### src/rtl/hex_word_sender.sv
// Prints a word as ASCII hex digits, MSB nibble first, optionally followed
// by CR LF, one byte at a time through a ready/offer handshake to a UART.
module hex_word_sender #(
   parameter int WORD_NIBBLES = 8,
   parameter int SEND_CRLF    = 1
) (
   input  logic                      clk,
   input  logic                      reset,
   input  logic [4*WORD_NIBBLES-1:0] word_in,
   input  logic                      word_valid,
   output logic                      word_ready,
   output logic [7:0]                data_to_send,
   output logic                      data_to_send_ready,
   input  logic                      ready_to_send,
   output logic                      busy
);

   localparam int TOTAL = WORD_NIBBLES + 2 * SEND_CRLF;
   localparam int IDX_W = $clog2(TOTAL + 1);

   typedef enum logic [1:0] {
      IDLE,
      WAIT_RDY,
      PRESENT
   } state_t;

   state_t                    state, state_n;
   logic [4*WORD_NIBBLES-1:0] word_q;
   logic [IDX_W-1:0]          idx;
   logic [3:0]                nib;
   logic [7:0]                cur_char;
   logic                      last;
   logic                      word_ld;
   logic                      idx_inc;
   logic                      char_ld;

   assign word_ready         = (state == IDLE) && !reset;
   assign busy               = (state != IDLE);
   assign data_to_send_ready = (state == PRESENT);
   assign last               = (idx == IDX_W'(TOTAL - 1));

   always_comb begin
      nib = '0;
      for (int i = 0; i < WORD_NIBBLES; i++) begin
         if (int'(idx) == WORD_NIBBLES - 1 - i)
            nib = word_q[4*i +: 4];
      end
   end

   // Digits first, then CR, then LF once the index runs past the nibbles.
   always_comb begin
      cur_char = 8'h0A;
      if (int'(idx) < WORD_NIBBLES) begin
         if (nib < 4'd10)
            cur_char = {4'h3, nib};
         else
            cur_char = 8'h37 + {4'h0, nib};
      end else if (int'(idx) == WORD_NIBBLES) begin
         cur_char = 8'h0D;
      end
   end

   always_comb begin
      state_n = state;
      word_ld = 1'b0;
      idx_inc = 1'b0;
      char_ld = 1'b0;
      unique case (state)
         IDLE: begin
            if (word_valid) begin
               word_ld = 1'b1;
               state_n = WAIT_RDY;
            end
         end
         WAIT_RDY: begin
            if (ready_to_send) begin
               char_ld = 1'b1;
               state_n = PRESENT;
            end
         end
         PRESENT: begin
            // The sender dropping ready means it has latched our byte.
            if (!ready_to_send) begin
               idx_inc = 1'b1;
               state_n = last ? IDLE : WAIT_RDY;
            end
         end
         default: state_n = IDLE;
      endcase
   end

   always_ff @(posedge clk or posedge reset) begin
      if (reset) begin
         state        <= IDLE;
         word_q       <= '0;
         idx          <= '0;
         data_to_send <= 8'h00;
      end else begin
         state <= state_n;
         if (word_ld) begin
            word_q <= word_in;
            idx    <= '0;
         end else if (idx_inc) begin
            idx <= idx + 1'b1;
         end
         if (char_ld)
            data_to_send <= cur_char;
      end
   end

endmodule

### config.mk
export PLATFORM = sky130hd
export DESIGN_NAME = hex_word_sender
export DESIGN_NICKNAME = d
export VERILOG_FILES = /design/src/rtl/hex_word_sender.sv
export SDC_FILE = /design/constraint.sdc
export NUM_CORES = 1
export LEC_CHECK = 0
export ABC_CLOCK_PERIOD_IN_PS = 2800
export BUFFER_PORTS_ARGS = -buffer_cell sky130_fd_sc_hd__buf_2
export CAP_MARGIN = 20
export CORE_UTILIZATION = 44
export DETAILED_ROUTE_END_ITERATION = 16
export PLACE_DENSITY = 0.66
export SYNTH_ARGS = -nofsm -noshare
export SYNTH_HDL_FRONTEND = slang
export SYNTH_SLANG_ARGS = --single-unit
### constraint.sdc
create_clock -name clk -period 2.8 [get_ports clk]
set_input_delay 0.14 -clock clk [delete_from_list [all_inputs] [get_ports clk]]
set_output_delay 0.14 -clock clk [all_outputs]
set_load 0.01 [all_outputs]
Yosys cells after proc, flatten, opt, wreduce, memory -nomap -nowiden --
Index checks and enable logic that the tools add are counted.
Storage, ports and cells: flip-flop bits (word level) 46, bits in latches 0, memory bits (writable) 0, ROM bits 0, input port bits 36, output and inout port bits 11, memories kept 0
Operators by class: add/sub/neg operators 2, multipliers 0, div/mod/pow operators 0, order comparisons 2, equality and inequality tests 14, shifts and indexed selects 0, multiplexer cells 24, bitwise gates (word level) 0, reduce and logical (&&, ||, !) cells 7
Operators with widths (count):
- $mux 4 | 10
- $eq 4x4->1 const B | 6
- $eq 4x3->1 const B | 2
- $lt 4x4->1 const B | 2
- $mux 8 | 1
- $add 6x4->7 const A | 1
- $mux 1 | 7
- $mux 7 | 1
- $mux 2 | 3
- $ne 2x2->1 const B | 3
- $pmux 2 s3 | 1
- $add 4x1->4 const B | 1
- $eq 4x2->1 const B | 1
- $logic_not 4->1 | 1
- $reduce_bool 2->1 | 2
- $mux 3 | 1
- $reduce_and 3->1 | 1
- $eq 2x1->1 const B | 1
- $eq 2x2->1 const B | 1
- $logic_not 2->1 | 1
- $logic_and 1x1->1 | 1
- $logic_not 1->1 | 1

Longest topological paths before layout --
word-level depth 12, depth in mapped cells 12, depth with buffers taken out 10

Least setup slack after synthesis --
OpenSTA, ideal clock, no wires.
path type register to register, from register idx[0], to register data_to_send[6], arrival 2.406 ns, setup slack 0.329 ns, stages on the path, launching flop included 13, clock period less this slack 2.471 ns, path through dfrtp_1 > inv_1 > ha_1 > buf_4 > buf_2 > nand3b_1 > a221o_1 > a221o_1 > ha_1 > inv_1 > o221ai_1 > a21oi_1 > mux2_2
Between the ends: word-level cells in the longest chain between the ends 12
Ends and longest elaborated chain:
- from (decl) | line 29 | logic [IDX_W-1:0] idx;
- from (signal assigned) | line 104 | idx <= idx + 1'b1;
- $eq 4x4->1 | line 45 | if (int'(idx) == WORD_NIBBLES - 1 - i)
- $mux 4 (8 in series) | line 45
- $add 6x4->7 or $lt 4x4->1 (tied branches) | line 57, 54
- $mux 7 | line 54 | if (nib < 4'd10)
- $mux 8 (*) | line 53 | if (int'(idx) < WORD_NIBBLES) begin
- to (signal assigned) | line 107 | data_to_send <= cur_char;
- to (decl) | line 12 | output logic [7:0] data_to_send,
Every way passes the cells marked *; elsewhere a longest branch is shown, timed or not. A chain may end at the register's enable or synchronous reset.

Worst setup path after layout --
from register idx[1], to register data_to_send[0]
Same word-level chain as after synthesis.

==> summary.md <==
| Metric | Value |
|---|---|
| Max-cap violations | 0 |
| Final Max Slew Viols | 0 |
| Reg2reg start | idx[1]$_DFFE_PP0P_ |
| Vias in the first global route | 1659 |
| Mapped Cells | 216 |
| FILL cells | 475 |
| F_max | roughly 380 MHz |
| PortBufs | 45 |
| M3 GR Usage | 3.35% |
| Setup tns final | 0 ps |
| Root buffer cell | clkbuf_8 |
| Vias per cell | ~5.2 |
| Via count | 1746 |
| Top cell by count, worst path | buf_4 |
| Detailed-route wire length | 4.90 mm |
| First-pass GRT wire length | a little under 8 mm |
| Fin area | 2780 um2 |
| Synth unique cells | 46 |
| Element type at the critical path start | flip-flop |
| Cell Area, Synth | between 2000 and 2500 um2 |
| YS warnings | 0 |
| Reg2reg path depth | 9 |
| Static leakage | around 1.2 nW |
| Drt wl/cell | 14.6 um |
| Total Power | 2.94 mW |
| RSZ-0062 raised after global routing | false |
| Die area | around 5600 um2 |
| Leading cell types in the layout, fill and taps excluded | dfrtp_1, buf_2, mux2_2 |
| Initial core utilization | between 40% and 50% |
| Setup CP Type | flip-flop to flip-flop |
| Area growth from synthesis to layout | 18.6% |
| Post-DP Area | 2660 um2 |
| Met2 GRT Util | 31.9% |
| Avg Inst Size Synth | 10.8 um2 |
| Worst hold margin | around 33 ps |
| GRT Max-Usage Layer | met2 |
| Worst-skew pair later-pin latency | 310 ps |
| Synth async-reset ratio | 100% |
| Num CTS Buffers | 5 |
| CP cell instances | inv_1 > ha_1 > buf_4 > a21oi_1 > a221oi_4 > o22ai_2 > buf_4 > a2111oi_0 > a211oi_1 |
| # setup viols final | 0 |
| Arr. time, crit path | 2770 ps |
| Worst clock skew | 14.2 ps |
| Levels on crit path | 9 |
| Min-Delay Path Class | input pin to flip-flop |
| Routability cong. | 0.778 |
| Crit. End Element | flip-flop |
| Min cycle time layout | 2610 ps |
| Global Route met1 Usage | 24.4% |
| Total Routing Usage GR | 18.7% |
| Post-synth EDFFs | 0 |
| Run status | finished clean |
| Antenna Nets Post-Route | 0 |
| Worst Path Buf+Inv | 3 |
| DPL Wire Length | 3.62 mm |
| Io pins | 47 |
| Clk slew on worst S/H paths | 100 ps |
| Initial antenna violation count | 0 |
| Slew headroom | 46.6% |
| Layout Nets | 305 |
| Ant. Diodes | 0 |
| Crit path required time | 2970 ps |
| Gr ovfl total | 0 |
| Syn Nets | roughly 260 |
| Tcrit/Tclk final | 93.1% |
| Pre-Repair DR Iteration Count | 4 |
| Core Region | between 5000 and 6000 um2 |
| Delay-heaviest family, CP | compound AO/OA/AOI/OAI gates |
| Share of cells above drive strength 1 | 37.4% |
| CTS tree | yes |
| Largest net degree at the start of global routing | 27 |
| CP peak stage delay | 470 ps |
| H-tree levels | 2 |
| Crit-path slowest cell | a2111oi_0 |
| Crit Path Max Fanout | 10 |
| Reg2reg setup slack | 190 ps |
| Pwr dens | 1060 nW/um2 |
| Iter 0 DRT Violations | 60 |
| #FFs+latches synth | 45 |
| Final hold viol count | 0 |
| Chip height | 75.0 um |
| DRC Markers | 0 |
| DIE WIDTH | 75.0 um |
| R2R Path End | data_to_send[0]$_DFFE_PP0P_ |
| Worst IR drop on VDD | 0.000508 V |
| Clock buffer depth | 2 |
| Crit. Startpoint | idx[1]$_DFFE_PP0P_ |
| Synth Flop Type | dfrtp_1 |
| Worst Setup EP | data_to_send[0]$_DFFE_PP0P_ |
| CTS sink count | 45 |
| Register area share after synthesis | 48.1% |
| Row cnt | 26 |
| Worst Tran Pin Value | 795 ps |
-- metrics by stage --
stage                     worst slack, ps  utilization [%]  instances
after detailed placement              177             52.0        324
after CTS                             164             53.9        333
after global placement                254             52.0        324
final                                 194             54.4        335
after global routing                 8.92             54.4        335
after floorplan                       329                -        216
-- power breakdown --
part           internal [mW]  switching, mW
sequential             0.959          0.189
combinational          0.685          0.699
clock                  0.177          0.235
total                   1.82           1.12
-- worst min path at each step --
| stage | startpoint | end | slack (ps) | cells past startpoint |
|---|---|---|---|---|
| 5_1_grt | word_in[15] | word_q[15]$_DFFE_PP0P_ | 60 | 2 |
| 4_1_cts | word_in[8] | word_q[8]$_DFFE_PP0P_ | 40 | 3 |
| 3_5_place_dp | reset | state[1]$_DFFE_PP0P_ | 230 | 2 |
| 6_report | word_in[8] | word_q[8]$_DFFE_PP0P_ | 30 | 3 |
| 2_1_floorplan | word_in[10] | word_q[10]$_DFFE_PP0P_ | 260 | 2 |
| 3_3_place_gp | reset | state[1]$_DFFE_PP0P_ | 230 | 2 |
-- kinds of logic (layout without fill, tap and decap cells) --
group | count (synthesis) | in the layout | synth area share, %
and+or+nand+nor | 55 | 55 | 12.8
AOI/OAI and AO/OA | 52 | 52 | 16.9
DFF | 45 | 45 | 48.1
buffers and inverters | 28 | 77 | 5.34
muxes | 27 | 27 | 13.0
adders and majority gates | 5 | 5 | 2.67
xor gates and xnor gates | 3 | 3 | 1.12
other | 1 | 1 | 0.160
-- cell type report --
class,instances,area [um2],area share (%)
clock buffers,5,68.8,2.48
clock inverters,3,21.3,0.766
inverters,14,52.6,1.89
multi-input cells,143,1110,39.8
flip-flops and latches,45,1130,40.5
well taps,70,87.6,3.15
repair buffers,55,315,11.4
-- sequential cells by signal, indices dropped and copies added (netlist names) --
| signal | count |
|---|---|
| idx | 4 |
| data_to_send | 7 |
| state | 2 |
| word_q | 32 |
-- cells in the mapped netlist, drive strengths merged (2+ instances only) --
cell type	count	area share, %
a221o	3	1.3
buf	8	2.1
o21a	2	0.64
a2111oi	4	1.5
nor2b	7	1.9
o211ai	4	1.3
nand3b	8	2.6
a211oi	3	0.96
o31ai	2	0.64
clkbuf	6	0.96
xnor2	2	0.75
ha	5	2.7
a21oi	9	1.9
o21ai	11	2.4
a31oi	2	0.53
inv	14	2.2
nand2	16	2.6
nor2	13	2.1
nor3b	3	0.96
or3b	2	0.85
dfrtp	45	48
mux2	27	13
a221oi	4	2.8
-- timing repair --
| action | CTS | global route |
|---|---|---|
| endpoints found under the setup margin | 0 | 3 |
| endpoints found under the hold margin | 22 | 0 |
| buffers inserted | 0 | 2 |
| hold buffers | 1 | 0 |
| resized for setup | 0 | 2 |
-- worst min-delay path: cells and delay by family --
family	cells	cell delay, ps
buf+inv	1	70
simple gates	1	40
compound gates	1	60
-- per-layer routing --
metal / up-vias / part of all wire [%]
li1: 865 / -
met4: 0 / 1.1
met5: - / 0
met1: 840 / 47
met2: 35 / 49
met3: 6 / 3.2
Power figures use the tool's default switching activity.
